[src/rtl/tetris_move_ctrl.sv]
// Falling-piece position/rotation holder: turns key levels into clamped moves, with optional delayed auto-shift.
// Latency: 1 cycle from a sampled key edge (or repeat tick) to updated pos/rot and the moved/landed pulse.
// Backpressure: none; each cycle resolves at most one action by priority load > left > right > down > ro.
// Build option: define TETRIS_MOVE_AUTOREPEAT_EN to include the auto-repeat FSM; otherwise keys act on rise only.
module tetris_move_ctrl #(
  parameter int X_W       = 5,
  parameter int Y_W       = 5,
  parameter int ROT_W     = 2,
  parameter int BOARD_W   = 10,
  parameter int BOARD_H   = 20,
  parameter int NUM_ROT   = 4,
  parameter int DAS_DELAY = 16,
  parameter int DAS_RATE  = 4
) (
  input  logic             clk,
  input  logic             reset,
  input  logic             load,
  input  logic [X_W-1:0]   x_in,
  input  logic [Y_W-1:0]   y_in,
  input  logic [ROT_W-1:0] rot_in,
  input  logic             left,
  input  logic             right,
  input  logic             down,
  input  logic             ro,
  output logic [X_W-1:0]   pos_x,
  output logic [Y_W-1:0]   pos_y,
  output logic [ROT_W-1:0] rot,
  output logic             moved,
  output logic             landed
);

  // Direction codes double as priority rank (lower value wins) and key_now index.
  localparam logic [1:0] K_LEFT  = 2'd0;
  localparam logic [1:0] K_RIGHT = 2'd1;
  localparam logic [1:0] K_DOWN  = 2'd2;

  logic [3:0]       key_now;   // {ro, down, right, left}
  logic [3:0]       key_q, key_d;
  logic [3:0]       rise;
  logic             conflict;
  logic             rise_any;
  logic [1:0]       rise_sel;
  logic             dir_go;
  logic [1:0]       dir_key;

  logic [X_W-1:0]   pos_x_q, pos_x_d;
  logic [Y_W-1:0]   pos_y_q, pos_y_d;
  logic [ROT_W-1:0] rot_q, rot_d;
  logic             moved_q, moved_d;
  logic             landed_q, landed_d;

  assign key_now  = {ro, down, right, left};
  assign rise     = key_now & ~key_q;
  assign conflict = left & right;

  // Pick the highest-priority direction key that was freshly pressed this cycle.
  always_comb begin
    rise_any = 1'b1;
    rise_sel = K_LEFT;
    if (rise[0])      rise_sel = K_LEFT;
    else if (rise[1]) rise_sel = K_RIGHT;
    else if (rise[2]) rise_sel = K_DOWN;
    else              rise_any = 1'b0;
  end

`ifdef TETRIS_MOVE_AUTOREPEAT_EN
  localparam int CNT_W = $clog2(DAS_DELAY + DAS_RATE + 1);
  localparam logic [1:0] S_IDLE   = 2'd0;
  localparam logic [1:0] S_DELAY  = 2'd1;
  localparam logic [1:0] S_REPEAT = 2'd2;

  logic [1:0]       state_q, state_d;
  logic [1:0]       act_q, act_d;
  logic [CNT_W-1:0] cnt_q, cnt_d;
  logic             act_held;
  logic             cnt_hit;
  logic             restart;

  assign act_held = key_now[act_q];
  assign cnt_hit  = (state_q == S_DELAY) ? (cnt_q == CNT_W'(DAS_DELAY - 1))
                                         : (cnt_q == CNT_W'(DAS_RATE - 1));
  // Re-arm from scratch when idle, when the tracked key was let go, or when a
  // more urgent direction has just been pressed on top of it.
  assign restart  = (state_q == S_IDLE) || !act_held ||
                    (rise_any && (rise_sel < act_q));

  // Auto-repeat state register.
  always_ff @(posedge clk) begin
    if (reset) begin
      state_q <= S_IDLE;
      act_q   <= K_LEFT;
      cnt_q   <= '0;
    end else begin
      state_q <= state_d;
      act_q   <= act_d;
      cnt_q   <= cnt_d;
    end
  end

  // Auto-repeat next-state: track one held direction and count toward the next tick.
  always_comb begin
    state_d = state_q;
    act_d   = act_q;
    cnt_d   = cnt_q;
    if (load || conflict) begin
      state_d = S_IDLE;
      cnt_d   = '0;
    end else if (restart) begin
      cnt_d   = '0;
      state_d = S_IDLE;
      if (rise_any) begin
        state_d = S_DELAY;
        act_d   = rise_sel;
      end
    end else if (cnt_hit) begin
      state_d = S_REPEAT;
      cnt_d   = '0;
    end else begin
      cnt_d = cnt_q + CNT_W'(1);
    end
  end

  // Auto-repeat output: which direction (if any) acts this cycle.
  always_comb begin
    dir_go  = 1'b0;
    dir_key = K_LEFT;
    if (load) begin
      dir_go = 1'b0;
    end else if (conflict) begin
      dir_go  = rise[2];
      dir_key = K_DOWN;
    end else if (restart) begin
      dir_go  = rise_any;
      dir_key = rise_sel;
    end else if (cnt_hit) begin
      dir_go  = 1'b1;
      dir_key = act_q;
    end
  end
`else
  // Without auto-repeat a direction only acts on its press edge.
  always_comb begin
    dir_go  = 1'b0;
    dir_key = K_LEFT;
    if (!load) begin
      if (conflict) begin
        dir_go  = rise[2];
        dir_key = K_DOWN;
      end else begin
        dir_go  = rise_any;
        dir_key = rise_sel;
      end
    end
  end
`endif

  // Datapath: apply the winning action with board clamping and rotation wrap.
  always_comb begin
    key_d    = key_now;
    pos_x_d  = pos_x_q;
    pos_y_d  = pos_y_q;
    rot_d    = rot_q;
    moved_d  = 1'b0;
    landed_d = 1'b0;
    if (load) begin
      pos_x_d = x_in;
      pos_y_d = y_in;
      rot_d   = rot_in;
    end else if (dir_go) begin
      case (dir_key)
        K_LEFT: begin
          if (pos_x_q != '0) begin
            pos_x_d = pos_x_q - X_W'(1);
            moved_d = 1'b1;
          end
        end
        K_RIGHT: begin
          if (pos_x_q < X_W'(BOARD_W - 1)) begin
            pos_x_d = pos_x_q + X_W'(1);
            moved_d = 1'b1;
          end
        end
        default: begin
          if (pos_y_q < Y_W'(BOARD_H - 1)) begin
            pos_y_d = pos_y_q + Y_W'(1);
            moved_d = 1'b1;
          end else begin
            landed_d = 1'b1;
          end
        end
      endcase
    end else if (rise[3]) begin
      rot_d   = (rot_q == ROT_W'(NUM_ROT - 1)) ? '0 : rot_q + ROT_W'(1);
      moved_d = 1'b1;
    end
  end

  // Position, rotation, pulses and key history registers.
  always_ff @(posedge clk) begin
    if (reset) begin
      key_q    <= '0;
      pos_x_q  <= '0;
      pos_y_q  <= '0;
      rot_q    <= '0;
      moved_q  <= 1'b0;
      landed_q <= 1'b0;
    end else begin
      key_q    <= key_d;
      pos_x_q  <= pos_x_d;
      pos_y_q  <= pos_y_d;
      rot_q    <= rot_d;
      moved_q  <= moved_d;
      landed_q <= landed_d;
    end
  end

  assign pos_x  = pos_x_q;
  assign pos_y  = pos_y_q;
  assign rot    = rot_q;
  assign moved  = moved_q;
  assign landed = landed_q;

endmodule

[config.mk]
export PLATFORM = sky130hd
export DESIGN_NAME = tetris_move_ctrl
export DESIGN_NICKNAME = d
export VERILOG_FILES = /design/src/rtl/tetris_move_ctrl.sv
export SDC_FILE = /design/constraint.sdc
export NUM_CORES = 1
export LEC_CHECK = 0
export BUFFER_PORTS_ARGS = -buffer_cell sky130_fd_sc_hd__buf_2
export CORE_MARGIN = 2
export CORE_UTILIZATION = 40
export DETAILED_ROUTE_END_ITERATION = 7
export GPL_TIMING_DRIVEN = 0
export PLACE_DENSITY = 0.64
export SYNTH_ARGS = -nofsm -noshare
export SYNTH_HDL_FRONTEND = slang
export SYNTH_SLANG_ARGS = --single-unit
[constraint.sdc]
create_clock -name clk -period 4.69 [get_ports clk]
set_input_delay 1.1725 -clock clk [delete_from_list [all_inputs] [get_ports clk]]
set_output_delay 1.1725 -clock clk [all_outputs]
set_load 0.05 [all_outputs]
## Yosys cells after proc, flatten, opt, wreduce, memory -nomap -nowiden

Index checks and enable logic that the tools add are counted.

- Reduce and logical (&&, ||, !) cells: 12
- Add/subtract/negate cells: 4
- Multiplexer cells: 30
- Equal/unequal tests: 6
- Order comparisons: 2
- Bitwise logic cells: 4

Operators by type and width:

| kind | count |
|---|---|
| 5-bit two-way mux | 8 |
| 2-bit two-way mux | 9 |
| 1-bit two-way mux | 11 |
| 5-bit by 1-bit adder with 5-bit output, second input constant | 2 |
| 5-bit case mux with 2 select lines | 1 |
| 3-bit inequality test, second input constant | 2 |
| 2-bit nonzero test | 3 |
| 5-bit by 4-bit less-than comparator with 1-bit output, second input constant | 1 |
| 5-bit less-than comparator, second input constant | 1 |
| 5-bit nonzero test | 1 |
| 5-bit OR reduction | 1 |
| 5-bit by 1-bit subtractor with 5-bit output, second input constant | 1 |
| 4-bit bitwise AND | 1 |
| 4-bit inverter | 1 |
| 4-bit AND reduction | 1 |
| 2-bit OR reduction | 2 |
| 3-bit AND reduction | 1 |
| 3-bit nonzero test | 1 |
| 2-bit by 1-bit adder with 2-bit output, second input constant | 1 |
| 2-bit by 1-bit == test with 1-bit output, second input constant | 1 |
| 2-bit == test, second input constant | 1 |
| 2-bit logical NOT | 1 |
| 2-bit by 1-bit inequality test with 1-bit output, second input constant | 1 |
| 2-bit inequality test, second input constant | 1 |
| 4 further kinds | 4 |

- Register bits after elaboration: 18
- Bits of input ports: 19
- Output and inout bits: 14
- Word-level logic and storage cells: 64

## Logic depth before layout (Yosys ltp)

- Depth in word-level cells: 12
- Depth in mapped cells: 8
- Mapped depth without buffers: 8

## Worst setup path after synthesis

Ideal clock, no wire load.

- Kind: input to register
- From: input load
- To: register pos_x_q[4], in the netlist pos_x[4]
- Setup slack: 1.615 ns
- Stages: 8
- Library setup time: 0.088 ns
- Data required time: 4.602 ns
- Data arrival time: 2.987 ns
- Path buffers: 0
- Cell sequence: nor4b_1 > inv_1 > ha_1 > nand2b_1 > a21oi_1 > xnor2_1 > or3_1 > a311oi_2

- Longest elaborated chain between the ends: 5
- Elaborated cells between the ends (all ways): 12
- Classes of those cells: 3 x eq/ne; 5 x mux; 4 x reduce/logical

Ends and longest elaborated chain:

| element | RTL line | RTL |
|---|---|---|
| start, declared | 17 | `input logic load,` |
| 2-bit two-way mux | 145 | `if (!load) begin` |
| 2-bit by 1-bit == test with 1-bit output / 2-bit logical NOT (equally long branches) | 170 | `case (dir_key)` |
| 5-bit case mux with 2 select lines | 170 |  |
| 5-bit two-way mux | 169 | `end else if (dir_go) begin` |
| 5-bit two-way mux | 165 | `if (load) begin` |
| end signal, assigned | 209 | `pos_x_q <= pos_x_d;` |
| end, declared | 46 | `logic [X_W-1:0] pos_x_q, pos_x_d;` |

Parallel ways exist; a longest one is shown, timed or not. The select of a mux whose other input is x is not followed.
A chain may end at the register's enable or synchronous reset.

## Worst setup path in the final report

Same ends and word-level chain as after synthesis.

==> impl_metrics.json <==
{
  "synthTopCellsByArea": "dfxtp_1 (35%), ha_1 (4.8%), nor2_1 (4.7%)",
  "avgSynthCellArea_um2": 9.13,
  "grt_usage": 0.162,
  "vias": 948,
  "path_class": "in2reg",
  "post_drt_wl_per_cell_um": 12.5,
  "fp.dieH_um": 55.0,
  "internal_power_uw": 260,
  "critPathArrivalTime_ns": 3.37,
  "overflow": 0,
  "grt_pass1_wl_um": 3480,
  "end_kind": "flip-flop",
  "drv_cap": 0,
  "hold_viol_final": 0,
  "p_sw_uw": 142,
  "diodes": 0,
  "yosysUniqueCellTypes": 35,
  "grt_setup_unrepaired": "no",
  "antenna_found_initial": 0,
  "core-area_um2": 2480,
  "sw_frac_of_total": 0.354,
  "slew_viol_final": 0,
  "peakVddDrop_v": 0.000163,
  "grt_max_degree": 11,
  "dp_hpwl_um": 1760,
  "fin_cells": 180,
  "cts_tree": "yes",
  "min_period_over_period": 0.673,
  "drive_gt1_frac": 0.293,
  "drt_iter0_drc": 8,
  "ant_nets": 0,
  "yosysSeqAreaShare": 0.346,
  "clockBufferDepth": 2,
  "clkPwrFrac": 0.242,
  "min_period_ns": 3.16,
  "worstPathRequired_ns": 4.91,
  "start_kind": "primary input",
  "dr.pass1.iters": 4,
  "path_clk_slew_ns": 0.11,
  "h-tree-depth": 1,
  "postLayoutCoreUtil": 0.515,
  "wirelength_um": 2250,
  "cts_buffers": 3,
  "max_stage_delay_ns": 0.59,
  "drc": 0,
  "first_global_vias": 821,
  "fill_cells": 270,
  "path_max_fanout": 4,
  "crit_path_cell_trace": "buf_2 > nor4b_1 > inv_1 > ha_1 > nand2b_1 > a21oi_1 > xnor2_1 > or3_1 > a311oi_2",
  "nets": 175,
  "clock-sinks": 18,
  "netlist_instances": 114,
  "hp-class": "reg2reg",
  "synth_fp_nets": 138,
  "power.total_uw": 401,
  "p_leak_uw": 0.000562,
  "cp_slowest_cell": "nor4b_1",
  "rows": 18,
  "dpl.cell_count": 176,
  "holdWs_ns": 0.547,
  "worst_pin_slew_ns": 0.630,
  "multiInputGateArea_um2": 643,
  "num_io_pins": 33,
  "regArea_um2": 360,
  "yosysTopAreaCell": "dfxtp_1",
  "die_area_um2": 3030,
  "outcome": "finished, final reports clean",
  "clock-skew-final_ns": 0.00458,
  "gp_congestion": 0.817,
  "finalSetupViolations": 0,
  "relSlewSlack": 0.574,
  "area_growth_pct": 22.5,
  "root_buffer": "clkbuf_4",
  "io_buffers": 32,
  "yosys.area.top_type_share": 0.346,
  "die_w_um": 55.0,
  "fmax_mhz": 317,
  "yosys_warnings": 0,
  "clkLatencyLatePin_ns": 0.30,
  "pwr-share-comb": 0.320,
  "syn_area_um2": 1040,
  "power_frac_seq": 0.438,
  "post_cts_buffers": 0,
  "pwr_density_cell_nw_per_um2": 315,
  "fin_setup_tns_ns": 0,
  "initial_utilization": 0.420,
  "synth-seq-cells": 18,
  "cts_hold_buf": 0,
  "via_per_inst": 5.27,
  "cts_repair_resize_count": 0
}
## cells in the mapped netlist
| master | instances |
|---|---|
| a2111oi_4 | 1 |
| nor4_1 | 3 |
| a21o_1 | 1 |
| xnor2_1 | 4 |
| nand3_1 | 1 |
| xor2_1 | 5 |
| o21a_1 | 1 |
| o32a_1 | 1 |
| a2111oi_0 | 1 |
| a211oi_1 | 5 |
| o31a_1 | 1 |
| a211o_1 | 1 |
| a211oi_2 | 1 |
| nand2b_1 | 4 |
| dfxtp_1 | 18 |
| o21ai_0 | 1 |
| a21oi_1 | 7 |
| or3_1 | 1 |
| nor4b_1 | 1 |
| nor2_1 | 13 |
| a221oi_1 | 2 |
| a21oi_2 | 1 |
| fa_1 | 1 |
| nand4_1 | 2 |
| nand2_1 | 9 |
| inv_1 | 7 |
| ha_1 | 4 |
| mux2_2 | 1 |
| nor3_1 | 2 |
| clkbuf_1 | 3 |
| mux2i_1 | 2 |
| a311oi_2 | 1 |
| nor2b_1 | 5 |
| nor3b_4 | 2 |
| o21a_4 | 1 |
## worst paths after layout
check	startpoint	endpoint	slack, ns	cells past startpoint
setup reg to reg	key_q[1]$_SDFF_PP0_	pos_x[4]$_SDFFE_PP0P_	2.18	8
setup / recovery	load	pos_x[4]$_SDFFE_PP0P_	1.53	9
hold reg to reg	pos_y[4]$_SDFFE_PP0P_	landed$_SDFF_PP0_	0.55	2
hold / removal	pos_y[4]$_SDFFE_PP0P_	landed$_SDFF_PP0_	0.55	2
## power groups by stage
stage | sequential [uW] | combinational (uW) | clock [uW]
after floorplan | 209 | 66.0 | 0
after global placement | 179 | 126 | 0
after detailed placement | 179 | 128 | 0
after CTS | 176 | 129 | 99.7
after global routing | 178 | 139 | 110
final | 176 | 128 | 97.3
## flip-flops by register name, indices dropped and copies added (netlist names)
signal and flops:
pos_x 5, pos_y 5, landed 1, moved 1
key_q 4, rot 2
## cells in the final DEF, fill, tap and decap left out, drive strengths merged
master / count
a2111oi: 2
a211o: 1
a211oi: 6
a21o: 1
a21oi: 8
a221oi: 2
a311oi: 1
buf: 32
clkbuf: 7
dfxtp: 18
fa: 1
ha: 4
inv: 7
mux2: 1
mux2i: 2
nand2: 9
nand2b: 4
nand3: 1
nand4: 2
nor2: 13
nor2b: 5
nor3: 2
nor3b: 2
nor4: 3
nor4b: 1
o21a: 2
o21ai: 1
o31a: 1
o32a: 1
or3: 1
xnor2: 4
xor2: 5
## cell families (layout without fill, tap and decap cells)
kind of cell / after synthesis / in the layout / share of synthesized area
DFF: 18 / 18 / 0.346
muxes: 3 / 3 / 0.0300
xor gates and xnor gates: 9 / 9 / 0.0757
buffers and inverters: 10 / 46 / 0.0361
AOI/OAI and AO/OA: 26 / 26 / 0.216
and+or+nand+nor: 43 / 43 / 0.228
adders and majority gates: 5 / 5 / 0.0673
## through the flow
step | cell area [um2] | worst slack (ns)
2_1_floorplan | 1040 | 1.61
3_3_place_gp | 1240 | 1.27
3_5_place_dp | 1240 | 1.25
4_1_cts | 1270 | 1.55
5_1_grt | 1270 | 1.34
6_report | 1270 | 1.53
## cell type report
class / instances / area share
buffer: 3 / 0.00883
sequential: 18 / 0.283
timing repair buffer: 32 / 0.126
tap: 30 / 0.0294
inverter: 7 / 0.0206
multi-input combinational: 86 / 0.504
clock buffer: 4 / 0.0285
## worst max-delay path: cells and delay by family
| kind | cells | cell delay [ns] |
|---|---|---|
| adders and majority gates | 1 | 0.39 |
| buffers and inverters | 2 | 0.34 |
| xor gates and xnor gates | 1 | 0.09 |
| and+or+nand+nor | 3 | 0.98 |
| AOI/OAI and AO/OA | 2 | 0.40 |
## routing by layer
metal / part of all wire / GRT usage / vias up / routed length, um
met5: 0 / 0 / - / 0
met4: 0.014 / 0.0488 / 0 / 31
met3: 0.063 / 0.0349 / 4 / 142
met2: 0.45 / 0.284 / 28 / 1020
met1: 0.47 / 0.197 / 436 / 1060
li1: - / - / 480 / -
(Power assumes the default switching activity.)
